`src/rtl/stack_pkg.sv`:
```
// Shared constants, default widths and FSM state type for the stack arbiter slice.
package stack_pkg;

    localparam int unsigned N_REQ_DEF  = 4;
    localparam int unsigned DATA_W_DEF = 8;
    localparam int unsigned OP_W_DEF   = 3;

    localparam logic [2:0] OP_PUSH = 3'b101;
    localparam logic [2:0] OP_POP  = 3'b000;

    typedef enum logic [1:0] {
        ST_IDLE    = 2'd0,
        ST_ISSUE   = 2'd1,
        ST_CAPTURE = 2'd2,
        ST_DONE    = 2'd3
    } arb_state_t;

endpackage

```
`src/rtl/rr_pick.sv`:
```
// Combinational round-robin picker: first set request at or after ptr, wrapping.
module rr_pick #(
    parameter int unsigned N  = 4,
    parameter int unsigned PW = 2
) (
    input  logic [N-1:0]  req,
    input  logic [PW-1:0] ptr,
    output logic [N-1:0]  grant,
    output logic [PW-1:0] idx,
    output logic          any
);

    logic [PW-1:0] k;

    // Scan N positions starting at ptr; the first hit wins.
    always_comb begin
        grant = '0;
        idx   = '0;
        any   = 1'b0;
        k     = '0;
        for (int unsigned i = 0; i < N; i++) begin
            k = PW'((32'(ptr) + i) % N);
            if (!any && req[k]) begin
                any      = 1'b1;
                grant[k] = 1'b1;
                idx      = k;
            end
        end
    end

endmodule

```
`src/rtl/stack_op_arbiter.sv`:
```
// Round-robin arbiter sharing one stack datapath between N_REQ requesters.
// Optional feature: define STACK_ARB_LOCK_EN to add req_lock (grant hold for
// atomic multi-op sequences).
module stack_op_arbiter
    import stack_pkg::*;
#(
    parameter int unsigned N_REQ  = N_REQ_DEF,
    parameter int unsigned DATA_W = DATA_W_DEF,
    parameter int unsigned OP_W   = OP_W_DEF
) (
    input  logic                     clk,
    input  logic                     rst,
    input  logic [N_REQ-1:0]         req,
    input  logic [N_REQ*OP_W-1:0]    req_op,
    input  logic [N_REQ*DATA_W-1:0]  req_in,
`ifdef STACK_ARB_LOCK_EN
    input  logic [N_REQ-1:0]         req_lock,
`endif
    output logic [N_REQ-1:0]         ack,
    output logic [DATA_W-1:0]        rsp_tail,
    output logic                     rsp_empty,
    output logic                     rsp_err,
    output logic [DATA_W-1:0]        dp_in,
    output logic [OP_W-1:0]          dp_op,
    output logic                     dp_apply,
    input  logic [DATA_W-1:0]        dp_tail,
    input  logic                     dp_empty,
    input  logic                     dp_valid,
    output logic                     busy
);

    localparam int unsigned PW = (N_REQ > 1) ? $clog2(N_REQ) : 1;

    arb_state_t       state;
    logic [PW-1:0]    rr_ptr;
    logic [PW-1:0]    g_idx;
    logic [N_REQ-1:0] g_oh;

    logic [N_REQ-1:0] pick_oh;
    logic [PW-1:0]    pick_idx;
    logic             pick_any;
    logic [PW-1:0]    ptr_next;
    logic             lock_hold;

    logic [OP_W-1:0]   op_slot [N_REQ];
    logic [DATA_W-1:0] in_slot [N_REQ];

    // Unpack the flat request buses into per-requester slots.
    for (genvar gi = 0; gi < int'(N_REQ); gi++) begin : g_unpack
        assign op_slot[gi] = req_op[gi*OP_W +: OP_W];
        assign in_slot[gi] = req_in[gi*DATA_W +: DATA_W];
    end

    rr_pick #(
        .N  (N_REQ),
        .PW (PW)
    ) u_pick (
        .req   (req),
        .ptr   (rr_ptr),
        .grant (pick_oh),
        .idx   (pick_idx),
        .any   (pick_any)
    );

    assign ptr_next = (g_idx == PW'(N_REQ - 1)) ? '0 : g_idx + PW'(1);

`ifdef STACK_ARB_LOCK_EN
    assign lock_hold = req_lock[g_idx];
`else
    assign lock_hold = 1'b0;
`endif

    // Arbitration FSM: pick, pulse apply, capture response, acknowledge.
    always_ff @(posedge clk) begin
        if (!rst) begin
            state     <= ST_IDLE;
            rr_ptr    <= '0;
            g_idx     <= '0;
            g_oh      <= '0;
            ack       <= '0;
            dp_apply  <= 1'b0;
            dp_op     <= '0;
            dp_in     <= '0;
            rsp_tail  <= '0;
            rsp_empty <= 1'b1;
            rsp_err   <= 1'b0;
            busy      <= 1'b0;
        end else begin
            ack      <= '0;
            dp_apply <= 1'b0;
            case (state)
                ST_IDLE: begin
                    if (pick_any) begin
                        g_idx    <= pick_idx;
                        g_oh     <= pick_oh;
                        dp_op    <= op_slot[pick_idx];
                        dp_in    <= in_slot[pick_idx];
                        dp_apply <= 1'b1;
                        busy     <= 1'b1;
                        state    <= ST_ISSUE;
                    end
                end
                ST_ISSUE: begin
                    state <= ST_CAPTURE;
                end
                ST_CAPTURE: begin
                    rsp_tail  <= dp_tail;
                    rsp_empty <= dp_empty;
                    rsp_err   <= !dp_valid;
                    ack       <= g_oh;
                    state     <= ST_DONE;
                end
                ST_DONE: begin
                    if (!lock_hold) begin
                        rr_ptr <= ptr_next;
                    end
                    busy  <= 1'b0;
                    state <= ST_IDLE;
                end
                default: begin
                    state <= ST_IDLE;
                end
            endcase
        end
    end

endmodule

```
`config.mk`:
```
export PLATFORM = sky130hd
export DESIGN_NAME = stack_op_arbiter
export DESIGN_NICKNAME = d
export VERILOG_FILES = /design/src/rtl/stack_pkg.sv /design/src/rtl/rr_pick.sv /design/src/rtl/stack_op_arbiter.sv
export SDC_FILE = /design/constraint.sdc
export NUM_CORES = 1
export LEC_CHECK = 0
export ABC_AREA = 1
export CORE_ASPECT_RATIO = 0.6
export CORE_MARGIN = 5
export CORE_UTILIZATION = 40
export CTS_CLUSTER_DIAMETER = 60
export DETAILED_ROUTE_END_ITERATION = 12
export PLACE_DENSITY = 0.76
export SETUP_SLACK_MARGIN = 0.4
export SLEW_MARGIN = 20
export SYNTH_ARGS = -nofsm -noshare
export SYNTH_HDL_FRONTEND = slang
export SYNTH_HIERARCHICAL = 1
export SYNTH_SLANG_ARGS = --single-unit
```
`constraint.sdc`:
```
create_clock -name clk -period 2.6 [get_ports clk]
set_clock_uncertainty 0.05 [all_clocks]
set_input_delay 0.78 -clock clk [delete_from_list [all_inputs] [get_ports clk]]
set_output_delay 0.78 -clock clk [all_outputs]
set_load 0.01 [all_outputs]
```
Yosys cells after proc, flatten, opt, wreduce, memory -nomap -nowiden
Cells that the tools add are included.
{ "totals": {"word_cells": 91, "input_bits": 60, "ff_bits": 37} }
{ "op_classes": {"bitwise": 4, "mux": 40, "reduce_logical": 17, "n_lt_le_gt_ge": 9, "add_sub_neg": 4, "n_eq_ne": 5} }
{ "op_table": {"columns": ["operator", "count"], "rows": [
  ["8-bit binary-select mux with 2-bit select", 1],
  ["4-bit 2-to-1 mux", 4],
  ["8-bit 2-to-1 mux", 2],
  ["1-bit 2-to-1 mux", 14],
  ["2-bit by 3-bit less-than comparator with 1-bit output (second input constant)", 4],
  ["2-bit 2-to-1 mux", 6],
  ["4-bit OR", 3],
  ["1-bit binary-select mux with 2-bit select", 4],
  ["1-bit demux with 2-bit select", 4],
  ["2-bit by 1-bit >= comparator with 1-bit output (second input constant)", 4],
  ["2-bit one-hot mux with 4 select lines", 1],
  ["2-bit AND reduction", 4],
  ["1-bit logical AND", 7],
  ["3-bit binary-select mux with 2-bit select", 1],
  ["2-bit == test (second input constant)", 3],
  ["3-bit 2-to-1 mux", 2],
  ["2-bit by 1-bit adder with 2-bit output (second input constant)", 2],
  ["2-bit adder (second input constant)", 2],
  ["1-bit logical NOT", 4],
  ["3-bit >= comparator (second input constant)", 1],
  ["2-bit NOT with 3-bit output", 1],
  ["2-bit by 1-bit == test with 1-bit output (second input constant)", 1],
  ["2-bit logical NOT", 1],
  ["2-bit != test (second input constant)", 1],
  ["2 further kinds", 2]
]} }

Depth between registers and ports, before layout
{ "depth": {"word_depth": 16, "mapped_depth": 15} }

Hierarchy
The synthesis kept the hierarchy.
{ "by_module_without_submodules": {"columns": ["module", "instances", "cells_per_inst", "seq_area_each_um2", "area_each_um2"], "rows": [
  ["stack_op_arbiter", 1, 232, 740.7, 1632.8],
  ["rr_pick", 1, 74, 0.0, 440.4]
]} }

Worst setup path before layout
No wires, ideal clock.
{ "synth_path": {"kind": "register to register", "from": "reg rr_ptr[0]", "to": "reg dp_in[1]", "arrival_ns": 2.125, "setup_ns": 0.117, "path_stages_with_launch": 15, "period_less_slack_ns": 2.292, "n_path_buf": 1, "path_slack_ns": 0.308, "cell_sequence": "dfxtp_1 -> inv_2 -> ha_1 -> inv_1 -> nand3_1 -> nand2_1 -> nor2_1 -> a21oi_1 -> nand3_1 -> buf_4 -> inv_2 -> nor2_1 -> nand3_1 -> nand2_1 -> nor2_1"} }
{ "synth_via": {"elab_chain_len": 16, "word_cells_on_any_way": 30, "cone_classes": "add/sub: 3; mux: 19; bitwise: 1; reduce/logical: 7"} }
{ "synth_rtl": {"columns": ["element", "line_no", "rtl"], "rows": [
  ["start, declared", "stack_op_arbiter.sv:35", "logic [PW-1:0] rr_ptr;"],
  ["start signal, assigned", "stack_op_arbiter.sv:115", "rr_ptr <= ptr_next;"],
  ["branches (longest 11 deep; another with 2-bit by 1-bit adder with 2-bit output)", null, null],
  ["2-bit 2-to-1 mux *", "rr_pick.sv:23", "if (!any && req[k]) begin"],
  ["via pick_idx[1]", "stack_op_arbiter.sv:40", "logic [PW-1:0] pick_idx;"],
  ["2-bit NOT with 3-bit output (not written as such) *", "stack_op_arbiter.sv:97", "dp_in <= in_slot[pick_idx];"],
  ["8-bit binary-select mux with 2-bit select *", "stack_op_arbiter.sv:97", null],
  ["8-bit 2-to-1 mux (not written as such) * (2 in series)", "stack_op_arbiter.sv:97", null],
  ["end signal, assigned", "stack_op_arbiter.sv:97", null],
  ["end, declared", "stack_op_arbiter.sv:23", "output logic [DATA_W-1:0] dp_in,"]
]} }
Mark *: on every way through the listed nets, which the timed path passes. The select of a mux whose other input is x is not followed.
A chain may end at the register's enable or synchronous reset.

Worst setup path after layout
{ "layout_path": {"from": "reg rr_ptr[1]", "to": "reg dp_in[4]"} }
Same word-level chain as after synthesis.

==> impl_metrics.py <==
metrics = {
    "run_status": {
        "status": "finished, final reports clean",
    },
    "logic_synthesis": {
        "synth_edf_count": 0,
        "yosys.area.top_type": "dfxtp_1",
        "ys_warn_count": 6,
        "ys_seq_area_share_pct": 35.7,
        "synth_seq_cells": 37,
        "synth_flop_cell": "dfxtp_1",
        "synth_cell_types": 25,
        "synth_top_area_share_pct": 35.7,
        "synthCells": 306,
        "synthMostInstantiatedCell": "nand2_1",
        "avgSynthCellArea_sq_um": 6.78,
        "syn-num-nets": 376,
        "synth_area_sq_um": 2070,
        "synth_common_cells": "76 x nand2_1, 38 x nand3_1, 37 x dfxtp_1, 33 x nor2_1, 28 x o21ai_0",
        "synthArstFlopShare_pct": 0,
        "ys_top_cells_by_area": "dfxtp_1 36%, nand2_1 14%, nand3_1 9.2%",
    },
    "clock_network": {
        "clk_latency_ns": 0.30,
        "cts.clk_slew.worst_paths_ns": 0.07,
        "cts_buffer_depth": 2,
        "cts_root_buf": "clkbuf_8",
        "cts-buffers-inserted": 5,
        "cts-hold-fix-buffers": 0,
        "cts_tree": "built",
        "h-tree-depth": 2,
        "cts.sinks": 37,
    },
    "drt": {
        "num_vias": 2465,
        "met2_length_mm": 2.98,
        "drc_errors": 0,
        "routedLengthMet1_mm": 2.93,
        "ant_nets": 0,
        "highest_layer": "met4",
        "routed_wl_mm": 6.63,
        "drt_first_iter_violations": 91,
        "viasPerCell": 5.05,
        "drtPass1Iterations": 4,
        "route.met3.wl_um": 659,
        "wl_per_cell_um": 13.6,
    },
    "worst_setup_path": {
        "reg2reg_depth": 14,
        "timing.critical_path.mode_cell": "nand2_2",
        "cp-startpoint": "rr_ptr[1]$_SDFFE_PN0N_",
        "cp-endpoint": "dp_in[4]$_SDFFE_PN0P_",
        "crit_fanout": 6,
        "crit_slowest_cell": "dfxtp_4",
        "startpoint_type": "flop",
        "endpoint_kind": "flop",
        "critPathMaxStageDelay_ns": 0.40,
        "cp_data_arrival_time_ns": 2.31,
        "r2r-end": "dp_in[4]$_SDFFE_PN0P_",
        "crit_chain": "clkinvlp_4, ha_4, inv_4, nand2_2, nand2_2, nor2_4, nand4_1, nand3_4, buf_6, buf_12, nand2_4, nand3_2, nand2_2, a21oi_2",
        "reg2reg_from": "rr_ptr[1]$_SDFFE_PN0N_",
        "critPathKind": "reg -> reg",
        "required_ns": 2.78,
        "reg2reg_slack_ns": 0.47,
    },
    "finish": {
        "areaGrowthSynthToFinish_pct": 73.8,
        "drive_gt1_share_pct": 25.6,
        "antenna_cells": 0,
        "final-instance-count-excl-fill": 488,
        "fin_util_pct": 71.6,
        "fin_nets": 491,
        "fin_area_sq_um": 3600,
    },
    "timing": {
        "worst_pin_slew_ns": 0.421,
        "max_clock_freq_mhz": 468,
        "slew_viol_final": 0,
        "fin_hold_ws_ns": 0.389,
        "tns_ns": 0,
        "rsz0062_at_grt": "false",
        "max_slew_margin_pct": 71.9,
        "layout_setup_ws_ns": 0.465,
        "timing.final.crit_period_ns": 2.13,
        "finalHoldViolCount": 0,
        "setup-violations-final": 0,
        "period_share_pct": 82.1,
    },
    "power_and_ir_drop": {
        "power_frac_comb_pct": 64.4,
        "internal_power_mw": 2.24,
        "p_clk_share_pct": 13.1,
        "power_switching_mw": 1.62,
        "p_per_area_nw_per_um2": 1070,
        "seqPwrFrac_pct": 22.5,
        "total_power_mw": 3.86,
        "p_leak_nw": 1.60,
        "switching_share_pct": 42.0,
        "vdd_drop_max_v": 0.000525,
    },
    "placed_design": {
        "dpl_worst_slack_ns": -0.155,
        "dpl_cell_area_sq_um": 3090,
        "globalplace.congestion": 0.894,
        "dpl.cell_count": 463,
        "dp_hpwl_mm": 4.60,
        "port_buffers": 86,
    },
    "global_routing": {
        "grt_pass1_vias": 2275,
        "grtUsageTotal_pct": 19.1,
        "grt_pass1_wl_mm": 10.3,
        "antenna_found_initial": 0,
        "grt_max_degree": 33,
        "grt_overflow": 0,
    },
    "floorplanning": {
        "num_rows": 20,
        "die_w_um": 103,
        "io_pins": 87,
        "dieArea_sq_um": 6770,
        "die_y_um": 65.8,
        "design.core.area_sq_um": 5030,
        "initial_core_util_pct": 41.2,
    },
    "min_path": {
        "hp-start": "g_oh[2]$_SDFFE_PN0P_",
        "hp-class": "reg -> reg",
    },
    "flow_run": {
        "drv_cap": 0,
    },
}
worst max-delay path, delay by kind of cell, from the launching register on:
family	cells	cell delay (ns)
buffers and inverters	4	0.43
AO/OA/AOI/OAI	1	0.14
flip-flops	1	0.40
adder cells (fa/ha/maj)	1	0.31
AND/OR/NAND/NOR	8	0.74
cells in the final DEF, fill, tap and decap left out, drive strengths merged:
master         synthesis  routed
nor2                  34      34
clkinvlp               0       2
buf                   11      34
clkdlybuf4s50          0      82
nand2                 85      85
nor3                   1       1
inv                   21      20
a21oi                 24      24
clkbuf                 2      10
bufinv                 0       1
o21ai                 29      29
ha                    10      10
nand3                 40      40
dfxtp                 37      37
nand4                  7       7
a21boi                 4       4
clkinv                 1       2
per-layer routing:
| metal | GRT usage, % | vias to the layer above |
|---|---|---|
| li1 | - | 1241 |
| met1 | 24.5 | 1123 |
| met2 | 30.0 | 92 |
| met3 | 7.85 | 9 |
| met4 | 4.04 | 0 |
| met5 | 0 | - |
cells by family (layout without fill, tap and decap cells):
kind of cell	after synthesis	count (layout)	share of synthesized area (%)
AND/OR/NAND/NOR	167	167	36.1
AO/OA/AOI/OAI	57	57	14.2
flip-flops	37	37	35.7
buffers and inverters	35	151	7.91
adder cells (fa/ha/maj)	10	10	6.04
how the worst min path moves through the flow:
| stage | to | slack (ns) | depth (start not counted) |
|---|---|---|---|
| floorplan | ack[0]$_SDFF_PN0_ | 0.37 | 2 |
| global placement | ack[2]$_SDFF_PN0_ | 0.38 | 2 |
| detailed placement | ack[2]$_SDFF_PN0_ | 0.38 | 2 |
| CTS | ack[2]$_SDFF_PN0_ | 0.39 | 2 |
| global route | ack[3]$_SDFF_PN0_ | 0.42 | 2 |
| finish | ack[2]$_SDFF_PN0_ | 0.39 | 2 |
what timing repair did:
action / in CTS / in global routing
resized for setup: 27 / 58
setup endpoints to repair: 18 / 18
gates cloned: 3 / 1
buffers inserted: 5 / 8
pin swaps: 12 / 30
state kept, by name, indices dropped and copies added, names as in the netlist:
register,cells
dp_in,8
rsp_tail,8
ack,4
g_oh,4
dp_op,3
g_idx,2
rr_ptr,2
state,2
busy,1
dp_apply,1
rsp_empty,1
rsp_err,1
power groups by stage:
stage	sequential [mW]	clock [mW]	combinational, mW
2_1_floorplan	0.929	0	1.07
3_3_place_gp	0.871	0	1.80
3_5_place_dp	0.876	0	1.85
4_1_cts	0.871	0.514	2.10
5_1_grt	0.891	0.544	2.72
6_report	0.868	0.506	2.48
cell type report:
type | count | area, sq um
Sequential cell | 37 | 748
Tap cell | 66 | 82.6
Clock inverter | 3 | 46.3
Multi-Input combinational cell | 234 | 1370
Clock buffer | 5 | 68.8
Fill cell | 385 | 1430
Timing Repair Buffer | 121 | 1180
Inverter | 22 | 98.8
Power figures use the tool's default switching activity.
